## config.mk

```make
export PLATFORM = sky130hd
export DESIGN_NAME = uart_txr
export DESIGN_NICKNAME = d
export VERILOG_FILES = /design/src/rtl/uart_pkg.sv /design/src/rtl/uart_bit_timer.sv /design/src/rtl/uart_txr.sv
export SDC_FILE = /design/constraint.sdc
export NUM_CORES = 1
export LEC_CHECK = 0
export BUFFER_PORTS_ARGS = -buffer_cell sky130_fd_sc_hd__buf_2
export CAP_MARGIN = 20
export CORE_ASPECT_RATIO = 1.1
export CORE_MARGIN = 8
export CORE_UTILIZATION = 59
export CTS_BUF_LIST = sky130_fd_sc_hd__clkbuf_2
export DETAILED_ROUTE_END_ITERATION = 16
export PLACE_DENSITY = 0.8
export SYNTH_ARGS = -nofsm -noshare
export SYNTH_HDL_FRONTEND = slang
export SYNTH_SLANG_ARGS = --single-unit
```

## constraint.sdc

```tcl
create_clock -name i_clk -period 2.5 [get_ports i_clk]
set_clock_uncertainty 0.15 [all_clocks]
set_input_delay 0.5 -clock i_clk [delete_from_list [all_inputs] [get_ports i_clk]]
set_output_delay 0.5 -clock i_clk [all_outputs]
set_load 0.02 [all_outputs]
```

## src/rtl/uart_pkg.sv

```systemverilog
// Shared UART frame definitions for the transmitter and the receiver.
// One start bit, eight data bits sent MSB first, one stop bit.
package uart_pkg;

    localparam int   UART_DATA_BITS   = 8;
    localparam logic UART_IDLE_LEVEL  = 1'b1;
    localparam logic UART_START_LEVEL = 1'b0;

    typedef enum logic [1:0] {
        IDLE  = 2'd0,
        START = 2'd1,
        DATA  = 2'd2,
        STOP  = 2'd3
    } uart_state_t;

endpackage

```

## src/rtl/uart_bit_timer.sv

```systemverilog
// Bit-period timer: counts 0..CLKS_PER_BIT-1 while enabled.
// o_expire is high for the single cycle that ends each bit period.
module uart_bit_timer #(
    parameter int CLKS_PER_BIT = 10
) (
    input  logic i_clk,
    input  logic i_rst,
    input  logic i_clear,
    input  logic i_enable,
    output logic o_expire
);

    localparam int            CW   = (CLKS_PER_BIT > 1) ? $clog2(CLKS_PER_BIT) : 1;
    localparam logic [CW-1:0] LAST = CW'(CLKS_PER_BIT - 1);

    logic [CW-1:0] count_r;

    assign o_expire = i_enable && (count_r == LAST);

    // Period counter; the wrap on expiry is the clear at every bit transition.
    always_ff @(posedge i_clk or posedge i_rst) begin
        if (i_rst) begin
            count_r <= {CW{1'b0}};
        end else if (i_clear) begin
            count_r <= {CW{1'b0}};
        end else if (i_enable) begin
            if (count_r == LAST) begin
                count_r <= {CW{1'b0}};
            end else begin
                count_r <= count_r + CW'(1);
            end
        end else begin
            count_r <= count_r;
        end
    end

endmodule

```

## src/rtl/uart_txr.sv

```systemverilog
// UART transmitter: serialises a byte as start, 8 data bits MSB first, stop.
// All outputs are registered; bit timing comes from uart_bit_timer.
module uart_txr
    import uart_pkg::*;
#(
    parameter int CLKS_PER_BIT = 10
) (
    input  logic       i_clk,
    input  logic       i_rst,
    input  logic       i_tx_start,
    input  logic [7:0] i_tx_byte,
    output logic       o_tx_line,
    output logic       o_tx_busy,
    output logic       o_tx_done
);

    localparam logic [2:0] LAST_BIT = 3'(UART_DATA_BITS - 1);

    uart_state_t state_r;
    logic [7:0]  shift_r;
    logic [2:0]  bit_cnt_r;
    logic        tx_line_r;
    logic        tx_busy_r;
    logic        tx_done_r;
    logic        timer_clear_s;
    logic        timer_expire_s;

    // Holding the timer cleared in IDLE makes every frame start from count 0.
    assign timer_clear_s = (state_r == IDLE);

    uart_bit_timer #(
        .CLKS_PER_BIT (CLKS_PER_BIT)
    ) u_bit_timer (
        .i_clk    (i_clk),
        .i_rst    (i_rst),
        .i_clear  (timer_clear_s),
        .i_enable (!timer_clear_s),
        .o_expire (timer_expire_s)
    );

    // Frame sequencer; the line always presents shift_r[7] for data bits.
    always_ff @(posedge i_clk or posedge i_rst) begin
        if (i_rst) begin
            state_r   <= IDLE;
            shift_r   <= 8'h00;
            bit_cnt_r <= 3'd0;
            tx_line_r <= UART_IDLE_LEVEL;
            tx_busy_r <= 1'b0;
            tx_done_r <= 1'b0;
        end else begin
            tx_done_r <= 1'b0;
            case (state_r)
                IDLE: begin
                    tx_line_r <= UART_IDLE_LEVEL;
                    tx_busy_r <= 1'b0;
                    bit_cnt_r <= 3'd0;
                    if (i_tx_start) begin
                        shift_r   <= i_tx_byte;
                        tx_line_r <= UART_START_LEVEL;
                        tx_busy_r <= 1'b1;
                        state_r   <= START;
                    end
                end
                START: begin
                    if (timer_expire_s) begin
                        tx_line_r <= shift_r[7];
                        shift_r   <= {shift_r[6:0], 1'b0};
                        bit_cnt_r <= 3'd0;
                        state_r   <= DATA;
                    end
                end
                DATA: begin
                    if (timer_expire_s) begin
                        if (bit_cnt_r == LAST_BIT) begin
                            tx_line_r <= UART_IDLE_LEVEL;
                            state_r   <= STOP;
                        end else begin
                            tx_line_r <= shift_r[7];
                            shift_r   <= {shift_r[6:0], 1'b0};
                            bit_cnt_r <= bit_cnt_r + 3'd1;
                        end
                    end
                end
                STOP: begin
                    if (timer_expire_s) begin
                        tx_busy_r <= 1'b0;
                        tx_done_r <= 1'b1;
                        state_r   <= IDLE;
                    end
                end
                default: begin
                    state_r   <= IDLE;
                    shift_r   <= 8'h00;
                    bit_cnt_r <= 3'd0;
                    tx_line_r <= UART_IDLE_LEVEL;
                    tx_busy_r <= 1'b0;
                end
            endcase
        end
    end

    assign o_tx_line = tx_line_r;
    assign o_tx_busy = tx_busy_r;
    assign o_tx_done = tx_done_r;

endmodule
```

==> After elaboration in Yosys (flattened, before gate mapping) <==
Cells that the tools add are included.
{ "classes": {"eq_ne": 11, "n_addsub": 2, "mux": 27, "reduce_logical": 10} }
{ "ops": {"columns": ["op", "n"], "rows": [
  ["$mux 8", 4],
  ["$pmux 8 s3", 1],
  ["$ne 2x2->1 const B", 6],
  ["$mux 2", 5],
  ["$reduce_and 5->1", 2],
  ["$mux 3", 3],
  ["$pmux 3 s3", 1],
  ["$mux 1", 8],
  ["$mux 4", 2],
  ["$pmux 2 s4", 1],
  ["$add 4x1->4 const B", 1],
  ["$eq 2x2->1 const B", 2],
  ["$eq 4x4->1 const B", 1],
  ["$reduce_and 4->1", 1],
  ["$add 3x1->3 const B", 1],
  ["$eq 3x3->1 const B", 1],
  ["$pmux 1 s3", 1],
  ["$reduce_and 3->1", 1],
  ["$reduce_bool 3->1", 1],
  ["$eq 2x1->1 const B", 1],
  ["$logic_not 2->1", 1],
  ["$pmux 1 s2", 1],
  ["$reduce_and 2->1", 1],
  ["$reduce_bool 2->1", 1],
  ["other kinds (2)", 2]
]} }
{ "word_totals": {"word_cells": 57, "inputBits": 11, "output_inout_bits": 3, "regBits": 20} }

==> Depth between registers and ports, before layout <==
Gate-level depths: netlist of the first run.
{ "logic_depth": {"ltp_word": 5, "ltp_mapped": 8} }

==> Cells and area by module <==
A second synthesis of the first run with hierarchy kept.
{ "unflattened": {"hier_cells": 108, "hier_area_um2": 1219.9} }
{ "by_module_without_submodules": {"columns": ["module", "area_per_inst_um2", "instances", "cells_per_inst"], "rows": [
  ["uart_txr", 974.7, 1, 81],
  ["uart_bit_timer", 245.2, 1, 27]
]} }

==> Least setup slack after synthesis of the first run <==
Ideal clock, no wire load.
{ "synth_path": {"kind": "reg-to-reg", "startpoint": "register state_r[0]", "endpoint": "register shift_r[0]", "path_slack_ps": 408, "stages_incl_launch_ff": 8, "period_less_slack_ps": 2092, "required_ps": 2225, "setup_time_ps": 125, "t_arrival_ps": 1817, "cell_sequence": "dfrtp_1 -> inv_1 -> ha_1 -> clkbuf_1 -> and2b_2 -> a221o_1 -> o21ai_4 -> mux2_4"} }
{ "synth_via": {"elab_chain_cells": 5, "word_cells_on_any_way": 12, "classes_between": "eq/ne (6); mux (1); reduce/logical (5)"} }
{ "synth_rtl": {"columns": ["element", "line_no", "source"], "rows": [
  ["start, declared", "uart_txr.sv:19", "uart_state_t state_r;"],
  ["start signal, assigned", "uart_txr.sv:44", "state_r <= IDLE;"],
  ["start signal, assigned", "uart_txr.sv:61", "state_r <= START;"],
  ["start signal, assigned", "uart_txr.sv:69", "state_r <= DATA;"],
  ["$logic_not 2->1", "uart_txr.sv:29, uart_txr.sv:52", null],
  ["$logic_not 1->1", "uart_txr.sv:37", ".i_enable (!timer_clear_s),"],
  ["$logic_and 1x1->1", "uart_bit_timer.sv:18", "assign o_expire = i_enable && (count_r == LAST);"],
  ["$ne 2x2->1 (no source line)", null, null],
  ["$reduce_and 5->1 (no source line)", null, null],
  ["end signal, assigned", "uart_txr.sv:58", "shift_r <= i_tx_byte;"],
  ["end signal, assigned", "uart_txr.sv:67", "shift_r <= {shift_r[6:0], 1'b0};"],
  ["end signal, assigned", "uart_txr.sv:79", "shift_r <= {shift_r[6:0], 1'b0};"],
  ["end, declared", "uart_txr.sv:20", "logic [7:0] shift_r;"]
]} }
Parallel ways exist; a longest one is shown, timed or not.
A chain may end at the register's enable or synchronous reset.

==> Worst setup path in the final report of the first run <==
Ends and elaborated chain as after synthesis.

==> results of run 1 <==
layer usage:
layer / share of wire (%) / wire (um)
met1: 45 / 870
met2: 50 / 953
met3: 4.1 / 78
met4: 0.73 / 14
met5: 0 / 0
cells by family after synthesis:
| group | count (synthesis) | synth area share [%] |
|---|---|---|
| fa+ha+maj | 8 | 8.602 |
| xor+xnor | 2 | 1.506 |
| compound gates | 15 | 8.926 |
| flops | 20 | 43.12 |
| mux | 21 | 22.37 |
| simple gates | 24 | 11.18 |
| buf+inv | 9 | 4.301 |
per-stage QoR:
stage / hold slack [ns] / utilization, %
floorplan: 0.3131 / -
global placement: 0.3197 / 64.45
detailed placement: 0.3261 / 64.45
CTS: 0.1382 / 65.48
global route: 0.1528 / 65.48
finish: 0.1080 / 65.48
synth_stat cells, drive strengths merged (2+ instances only):
master and number:
nand2 9, dfrtp 19, nor3 2, and2b 2
mux2i 5, xnor2 2, o21ai 7, ha 8
a21oi 3, nor2 5, inv 5, mux2 16
nor2b 3, buf 2
cell usage in the layout (no fill, tap or decap), drive strengths merged, types with 3 or more instances in the layout:
master,netlist,layout
dfrtp,19,19
mux2,16,16
buf,2,15
nand2,9,9
ha,8,8
o21ai,7,7
inv,5,5
mux2i,5,5
nor2,5,5
clkbuf,1,4
a21oi,3,3
nor2b,3,3
cell type report:
cell class / instances / area, um2 / share of cell area, %
clock buffers: 4 / 20.02 / 1.579
inverters: 5 / 18.77 / 1.481
multi-input cells: 70 / 611.8 / 48.27
flip-flops and latches: 20 / 501.7 / 39.59
well taps: 28 / 35.03 / 2.764
repair buffers: 15 / 80.08 / 6.318
power breakdown:
group | switching, W | total [W] | leakage, nW | internal, W
combinational | 0.000414 | 0.000930 | 0.354 | 0.000516
sequential | 0.0000928 | 0.000555 | 0.251 | 0.000462
clock | 0.0000972 | 0.000140 | 0.0166 | 0.0000424
final timing paths:
check | cells past startpoint | slack [ns] | to
worst max-delay path | 7 | 0.23 | shift_r[0]
worst min-delay path | 2 | 0.11 | bit_cnt_r[1]
worst max register to register | 7 | 0.23 | shift_r[0]
worst min register to register | 2 | 0.36 | o_tx_busy
max in group asynchronous | 2 | 1.61 | u_bit_timer.count_r[2]
min in group i_clk | 3 | 0.31 | o_tx_busy
registers in the layout, summed over array words and instances (netlist names):
signal	count
o_tx_busy	1
o_tx_line	1
shift_r	8
state_r	2
u_bit_timer.count_r	4
o_tx_done	1
bit_cnt_r	3
critical path: cells and delay by family, from the launching register on:
| family | cells | cell delay [ns] |
|---|---|---|
| AO/OA/AOI/OAI | 1 | 0.15 |
| adder cells (fa/ha/maj) | 1 | 0.26 |
| buffers and inverters | 2 | 0.29 |
| flip-flops | 1 | 0.43 |
| multiplexers | 1 | 0.32 |
| AND/OR/NAND/NOR | 2 | 0.57 |
==> flow_metrics.tcl, run 1 <==
set metrics [dict create \
    placed_cell_area_mm2 0.001247 \
    drv_cap 0 \
    area_delta_synth_final_pct 8.925 \
    status "finished, final reports clean" \
    holdBufCountCts 0 \
    num_vias 761 \
    grt-ovfl-total 0 \
    insertion_delay_ns 0.32 \
    slew_viol_final 0 \
    total_power_w 0.001625 \
    drt_wl_total_mm 1.917 \
    final.setup.worst_slack_ns 0.2267 \
    start_util_pct 60.12 \
    tns_ns 0 \
    track_usage_pct 11.78 \
    finalCritPeriodShare_pct 90.93 \
    io_buffer_count 13 \
    hold_violations 0 \
    design_area_mm2 0.001267 \
    place_inst 138 \
    ys_ff_latch 20 \
    clockBufferDepth 2 \
    antenna_found_initial 0 \
    gp_congestion 0.8484 \
    synth_cell_types 30 \
    drt_first_pass_iters 4 \
    busiest_layer "met2" \
    crit_fanout 8 \
    cts_setup_buffers 0 \
    fin_nets 134 \
    worst_pin_slew_ns 0.7345 \
    rows 17 \
    syn_nets 118 \
    dieArea_mm2 0.003651 \
    critPathKind "flip-flop to flip-flop" \
    drc 0 \
    cp.arrival_ns 2.34 \
    required_ns 2.57 \
    yosysSeqAreaShare_pct 43.12 \
    synth.largest_area_cell "dfrtp_1" \
    syn-cell-area_mm2 0.001164 \
    grt_pass1_wl_mm 3.436 \
    critPathSlowestCell "dfrtp_1" \
    use_met2_pct 18.51 \
    coreArea_mm2 0.001936 \
    synth_top_area_share_pct 40.86 \
    cts_resized 0 \
    cts_tree "built" \
    grt_setup_unrepaired "false" \
    cts_sinks 20 \
    hold_class "input pin to async pin" \
    final_layout_size_suffix_gt1_share_pct 35.09 \
    syn_inst 99 \
    crit_start "state_r[0]" \
    synth_ff_type "dfrtp_1" \
    grt_pass1_vias 833 \
    first_iter_violations 51 \
    avgSynthCellArea_um2 11.75 \
    place_ws_ns 0.2585 \
    reg2reg_from "state_r[0]" \
    vias_per_cell 5.359 \
    synthArstFlopShare_pct 100.0 \
    finalCriticalPeriod_ns 2.273 \
    wl_per_cell_um 13.50 \
    numCtsBuffers 3 \
    diodes 0 \
    slew_headroom_pct 50.98 \
    cts-root-buf "clkbuf_2" \
    setup_viol 0 \
    grt_max_degree 21 \
    p_leak_nw 0.6214 \
    die_width_um 58.35 \
    fmax_mhz 439.9 \
    synth_edf_count 0 \
    vdd_ir_drop_max_mv 0.8254 \
    instances_no_fill 142 \
    synth.area.top_cells "dfrtp_1 41%, mux2_4 10%, ha_1 8.6%, mux2_2 7.7%, mux2i_1 4.3%" \
    startpoint_type "flip-flop" \
    slowest_delay_ns 0.43 \
    crit_chain "inv_1 -> ha_1 -> nor4bb_1 -> buf_4 -> nor2b_4 -> o21ai_4 -> mux2_4" \
    htree_levels 1 \
    hpwl_mm 1.450 \
    crit_path_end_kind "flip-flop" \
    ioPinCount 14 \
    yosysWarnings 0 \
    met3_usage_pct 3.498 \
    fillers 147 \
    die_h_um 62.58 \
    power_density_mw_per_mm2 1282 \
    gr-usage-met1_pct 13.78 \
    ant_nets 0 \
    clk_pin_slew_worst_paths_ns 0.19 \
]
(Power assumes the default switching activity.)
==> inputs of run 2 (changes only) <==
--- a/config.mk
+++ b/config.mk
@@ -9,10 +9,9 @@
 export CAP_MARGIN = 20
 export CORE_ASPECT_RATIO = 1.1
 export CORE_MARGIN = 8
-export CORE_UTILIZATION = 59
-export CTS_BUF_LIST = sky130_fd_sc_hd__clkbuf_2
+export CORE_UTILIZATION = 60
 export DETAILED_ROUTE_END_ITERATION = 16
-export PLACE_DENSITY = 0.8
+export PLACE_DENSITY = 0.81
 export SYNTH_ARGS = -nofsm -noshare
 export SYNTH_HDL_FRONTEND = slang
 export SYNTH_SLANG_ARGS = --single-unit
==> constraint.sdc (replaced) <==
create_clock -name i_clk -period 2.8 [get_ports i_clk]
set_clock_uncertainty 0.15 [all_clocks]
set_input_delay 0.56 -clock i_clk [delete_from_list [all_inputs] [get_ports i_clk]]
set_output_delay 0.56 -clock i_clk [all_outputs]
set_load 0.02 [all_outputs]
==> run 2 against run 1 <==
  * Die area fell by 1.2%
  * Combinational power decreased by 10%
  * Cell count is 7.7% lower
  * Hold slack improved by 0.10 ns
  * Total power down 3.4%
  * Critical path type unchanged
  * Global-route usage rose by 1.8 points
  * Register-to-register slack improved by 0.16 ns
  * Fmax fell by 5.6%
  * Core utilization is 5.6 points higher
==> flow_metrics.tcl, run 2 (synthesis results as in run 1) <==
set metrics [dict create \
    status "finished, final reports clean" \
    area_delta_synth_final_pct 10.00 \
    fmax_mhz 415.1 \
    r2r_cells 7 \
    die_h_um 62.19 \
    fin_nets 133 \
    insertion_delay_ns 0.31 \
    cp.arrival_ns 2.46 \
    required_ns 2.85 \
    io_buffer_count 13 \
    grt_max_degree 21 \
    switching_share_pct 35.55 \
    cts_setup_buffers 0 \
    p_leak_nw 0.6276 \
    rrSetupSlack_ns 0.39 \
    drt_wl_total_mm 2.137 \
    setup_viol 0 \
    reg2reg_from "state_r[0]" \
    top_register "shift_r" \
    crit_chain "inv_1 -> ha_1 -> nor4bb_1 -> buf_4 -> o21ai_0 -> a21oi_1 -> mux2_2" \
    coreArea_mm2 0.001802 \
    power_density_mw_per_mm2 1226 \
    gp_congestion 0.7660 \
    diodes 0 \
    top_regs "shift_r x8, u_bit_timer.count_r x4, bit_cnt_r x3" \
    numCtsBuffers 3 \
    slowest_delay_ns 0.42 \
    cts_tree "built" \
    cts_resized 0 \
    slew_viol_final 0 \
    finalCritPeriodShare_pct 86.04 \
    first_iter_violations 11 \
    largest_reg_flops 8 \
    grt-ovfl-total 0 \
    num_vias 792 \
    worst_pin_slew_ns 0.7433 \
    hold_violations 0 \
    hold_class "input pin to async pin" \
    startpoint_type "flip-flop" \
    tns_ns 0 \
    critPathKind "flip-flop to flip-flop" \
    crit_path_end_kind "flip-flop" \
    die_width_um 57.99 \
    seqPwrFrac_pct 31.9 \
    crit_fanout 11 \
    ant_nets 0 \
    cts_sinks 20 \
    antenna_found_initial 0 \
    power_frac_comb_pct 53.2 \
    dieArea_mm2 0.003606 \
    hpwl_mm 1.632 \
    grt_setup_unrepaired "false" \
    final_layout_size_suffix_gt1_share_pct 34.51 \
    design_area_mm2 0.001280 \
    slew_headroom_pct 50.39 \
    grt_pass1_wl_mm 3.933 \
    clockBufferDepth 2 \
    holdBufCountCts 0 \
    reg2reg_to "state_r[1]" \
    final_cell_mix "19 x dfrtp_1, 13 x buf_2, 9 x nand2_1" \
    drt_first_pass_iters 4 \
    mostFrequentLayoutCell "dfrtp_1" \
    htree_levels 1 \
    start_util_pct 64.58 \
    vdd_ir_drop_max_mv 0.8097 \
    clk_pin_slew_worst_paths_ns 0.12 \
    finalCriticalPeriod_ns 2.409 \
    switching_power_w 0.0005577 \
    wl_per_cell_um 16.31 \
    clkPwrFrac_pct 15.0 \
    critPathSlowestCell "dfrtp_1" \
    p_int_w 0.001011 \
    grt_pass1_vias 890 \
    rows 16 \
    cts-root-buf "clkbuf_4" \
    ioPinCount 14 \
    drc 0 \
    track_usage_pct 13.63 \
    placed_cell_area_mm2 0.001227 \
    drv_cap 0 \
    vias_per_cell 6.046 \
]
==> run 2: final cells by class <==
class	instances	area (um2)
flip-flops and latches	20	501.7
fillers	134	521.8
repair buffers	14	72.57
well taps	18	22.52
inverters	5	18.77
clock inverters	1	30.03
clock buffers	3	22.52
multi-input cells	70	611.8
==> run 2: power by group through the flow <==
stage	Combinational [W]	Sequential (W)	Clock (W)
final	0.000834	0.000500	0.000235
after global routing	0.000912	0.000517	0.000253
after CTS	0.000840	0.000500	0.000237
after detailed placement	0.000836	0.000503	0
after global placement	0.000796	0.000496	0
after floorplan	0.000688	0.000498	0
==> run 2: worst max path at each step <==
stage,cells past startpoint,slack (ns),end,start
after global routing,7,0.25,state_r[1],state_r[0]
final,7,0.39,state_r[1],state_r[0]
after floorplan,7,0.71,shift_r[0],state_r[0]
after detailed placement,7,0.41,state_r[1],state_r[0]
after global placement,7,0.55,shift_r[7],state_r[0]
after CTS,7,0.39,state_r[1],state_r[0]
==> run 2: routing by layer <==
| layer | track usage, % | wire length (um) | share of wire (%) | vias to the layer above |
|---|---|---|---|---|
| li1 | - | - | - | 371 |
| met1 | 15.19 | 910 | 43 | 391 |
| met2 | 23.32 | 1073 | 50 | 22 |
| met3 | 3.292 | 95 | 4.4 | 8 |
| met4 | 6.442 | 57 | 2.7 | 0 |
| met5 | 0 | 0 | 0 | - |
==> run 2: stage by stage <==
stage               worst slack, ns  cells  hold WS, ns  total power, W  utilization, %
global route                 0.2542    131       0.2595        0.001682           71.04
floorplan                    0.7082     99       0.3154        0.001186               -
finish                       0.3908    131       0.2080        0.001569           71.04
global placement             0.5518    127       0.3105        0.001293           68.13
CTS                          0.3902    131       0.2317        0.001577           71.04
detailed placement           0.4082    127       0.3171        0.001340           68.13
==> run 2: worst max-delay path: cells and delay by family, from the launching register on <==
kind / cells / cell delay, ns
flip-flops: 1 / 0.42
adder cells (fa/ha/maj): 1 / 0.32
multiplexers: 1 / 0.37
buffers and inverters: 2 / 0.29
AO/OA/AOI/OAI: 2 / 0.40
AND/OR/NAND/NOR: 1 / 0.35
==> inputs of run 3 (changes only) <==
--- a/config.mk
+++ b/config.mk
@@ -9,9 +9,9 @@
 export CAP_MARGIN = 20
 export CORE_ASPECT_RATIO = 1.1
 export CORE_MARGIN = 8
-export CORE_UTILIZATION = 60
+export CORE_UTILIZATION = 30
 export DETAILED_ROUTE_END_ITERATION = 16
-export PLACE_DENSITY = 0.81
+export PLACE_DENSITY = 0.46
 export SYNTH_ARGS = -nofsm -noshare
 export SYNTH_HDL_FRONTEND = slang
 export SYNTH_SLANG_ARGS = --single-unit
==> run 3 against run 2 <==
  * Sequential share of layout area shrank 1.3 points
  * Largest cell class unchanged
  * First-iteration DRC count grew to 2.9 times the previous value
  * Core utilization shrank 35 points
  * Hold slack gained 0.066 ns
  * Sequential power shrank 1%
  * Critical path type unchanged
  * Global-route usage shrank 6.1 points
  * Count of clock-buffer cells in the layout grew 1
  * Register-to-register slack gained 0.09 ns
  * Fmax grew 4.0%
  * Combinational power shrank 2%
  * Sequential cell count is the same
==> flow_metrics.tcl, run 3 (synthesis results as in run 1) <==
set metrics [dict create \
    status "finished, final reports clean" \
    die_width_um 75.38 \
    finalCritPeriodShare_pct 82.77 \
    clk_pin_slew_worst_paths_ns 0.08 \
    top_regs "shift_r x8, u_bit_timer.count_r x4, bit_cnt_r x3" \
    fin_nets 133 \
    slew_viol_final 0 \
    ioPinCount 14 \
    ant_nets 0 \
    grt_pass1_wl_mm 3.594 \
    grt_max_degree 21 \
    hpwl_mm 1.505 \
    die_h_um 81.32 \
    grt-ovfl-total 0 \
    numCtsBuffers 3 \
    num_vias 742 \
    grt_pass1_vias 817 \
    coreArea_mm2 0.003684 \
    cp.depth 7 \
    clkPwrFrac_pct 14.5 \
    clockBufferDepth 2 \
    crit_family "compound AO/OA/AOI/OAI gates" \
    cts_resized 0 \
    cts_sinks 20 \
    vias_per_cell 4.552 \
    crit_chain "inv_1 -> ha_1 -> nor4bb_1 -> buf_4 -> a221o_1 -> o21ai_4 -> mux2_4" \
    power_density_mw_per_mm2 1160 \
    antenna_found_initial 0 \
    critPathSlowestCell "dfrtp_1" \
    io_buffer_count 13 \
    power_frac_comb_pct 53.3 \
    hold_class "input pin to async pin" \
    track_usage_pct 7.533 \
    seqPwrFrac_pct 32.2 \
    startpoint_type "flip-flop" \
    insertion_delay_ns 0.26 \
    slowest_delay_ns 0.42 \
    cts_tree "built" \
    tns_ns 0 \
    design_area_mm2 0.001323 \
    drv_cap 0 \
    drt_wl_total_mm 2.052 \
    crit_fanout 11 \
    gp_congestion 0.7687 \
    switching_share_pct 35.46 \
    hold_violations 0 \
    dieArea_mm2 0.006130 \
    largest_reg_flops 8 \
    placed_cell_area_mm2 0.001267 \
    place_ws_ns 0.4718 \
    holdBufCountCts 0 \
    critPathBufInv 2 \
    p_leak_nw 0.6285 \
    required_ns 2.79 \
    final.setup.worst_slack_ns 0.4825 \
    final_layout_size_suffix_gt1_share_pct 34.51 \
    grt_setup_unrepaired "false" \
    switching_power_w 0.0005441 \
    finalCriticalPeriod_ns 2.317 \
    crit_path_end_kind "flip-flop" \
    p_int_w 0.0009902 \
    top_register "shift_r" \
    drc 0 \
    rows 23 \
    vdd_ir_drop_max_mv 0.4610 \
    setup_viol 0 \
    cts-root-buf "clkbuf_8" \
    fmax_mhz 431.5 \
    critPathKind "flip-flop to flip-flop" \
    final_cell_mix "19 x dfrtp_1, 13 x buf_2, 9 x nand2_1" \
    cp.arrival_ns 2.31 \
    drt_first_pass_iters 3 \
    mostFrequentLayoutCell "dfrtp_1" \
    first_iter_violations 32 \
    htree_levels 1 \
    r2r_cells 7 \
    area_delta_synth_final_pct 13.66 \
    cts_setup_buffers 0 \
    worst_pin_slew_ns 0.7702 \
    wl_per_cell_um 12.59 \
    start_util_pct 31.59 \
    slew_headroom_pct 48.59 \
    diodes 0 \
]
[run 3: cell types whose count changed in the layout (fill, tap and decap cells not counted), sizes merged]
cell	delta
clkbuf	+1
bufinv	-1
[run 3: metrics by stage]
stage | util (%) | cells | total power [W] | hold WS [ns]
after global routing | 35.90 | 163 | 0.001662 | 0.3704
after global placement | 34.41 | 159 | 0.001318 | 0.3191
after detailed placement | 34.41 | 159 | 0.001329 | 0.3211
after floorplan | - | 99 | 0.001186 | 0.3154
after CTS | 35.90 | 163 | 0.001561 | 0.3164
final | 35.90 | 163 | 0.001534 | 0.2739
[run 3: worst paths after layout]
check                      slack (ns)        from         end
min                              0.27       i_rst  shift_r[4]
min reg2reg                      0.33   o_tx_busy   o_tx_busy
max in group asynchronous        1.74       i_rst  shift_r[7]
max                              0.48  state_r[0]  shift_r[0]
min in group i_clk               0.33   o_tx_busy   o_tx_busy
max reg2reg                      0.48  state_r[0]  shift_r[0]
[run 3: metal layers]
layer | track usage, % | vias to the layer above | share of wire (%)
li1 | - | 370 | -
met1 | 9.424 | 357 | 50
met2 | 12.27 | 13 | 47
met3 | 1.601 | 2 | 3.0
met4 | 2.885 | 0 | 0.58
met5 | 0 | - | 0
[run 3: cell type report]
class | instances | area [um2]
well taps | 50 | 62.56
repair buffers | 14 | 72.57
flip-flops and latches | 20 | 501.7
multi-input cells | 70 | 611.8
clock buffers | 4 | 55.05
fillers | 408 | 2361
inverters | 5 | 18.77
[run 3: worst reg2reg max path: stages (launching register included)]
cell	delay (ns)
dfrtp_1	0.42
inv_1	0.09
ha_1	0.36
nor4bb_1	0.11
buf_4	0.17
a221o_1	0.39
o21ai_4	0.18
mux2_4	0.34
[run 3: power groups by stage]
stage | sequential (W) | combinational [W] | clock, W
2_1_floorplan | 0.000498 | 0.000688 | 0
3_3_place_gp | 0.000497 | 0.000821 | 0
3_5_place_dp | 0.000500 | 0.000829 | 0
4_1_cts | 0.000496 | 0.000833 | 0.000232
5_1_grt | 0.000513 | 0.000908 | 0.000241
6_report | 0.000493 | 0.000818 | 0.000223
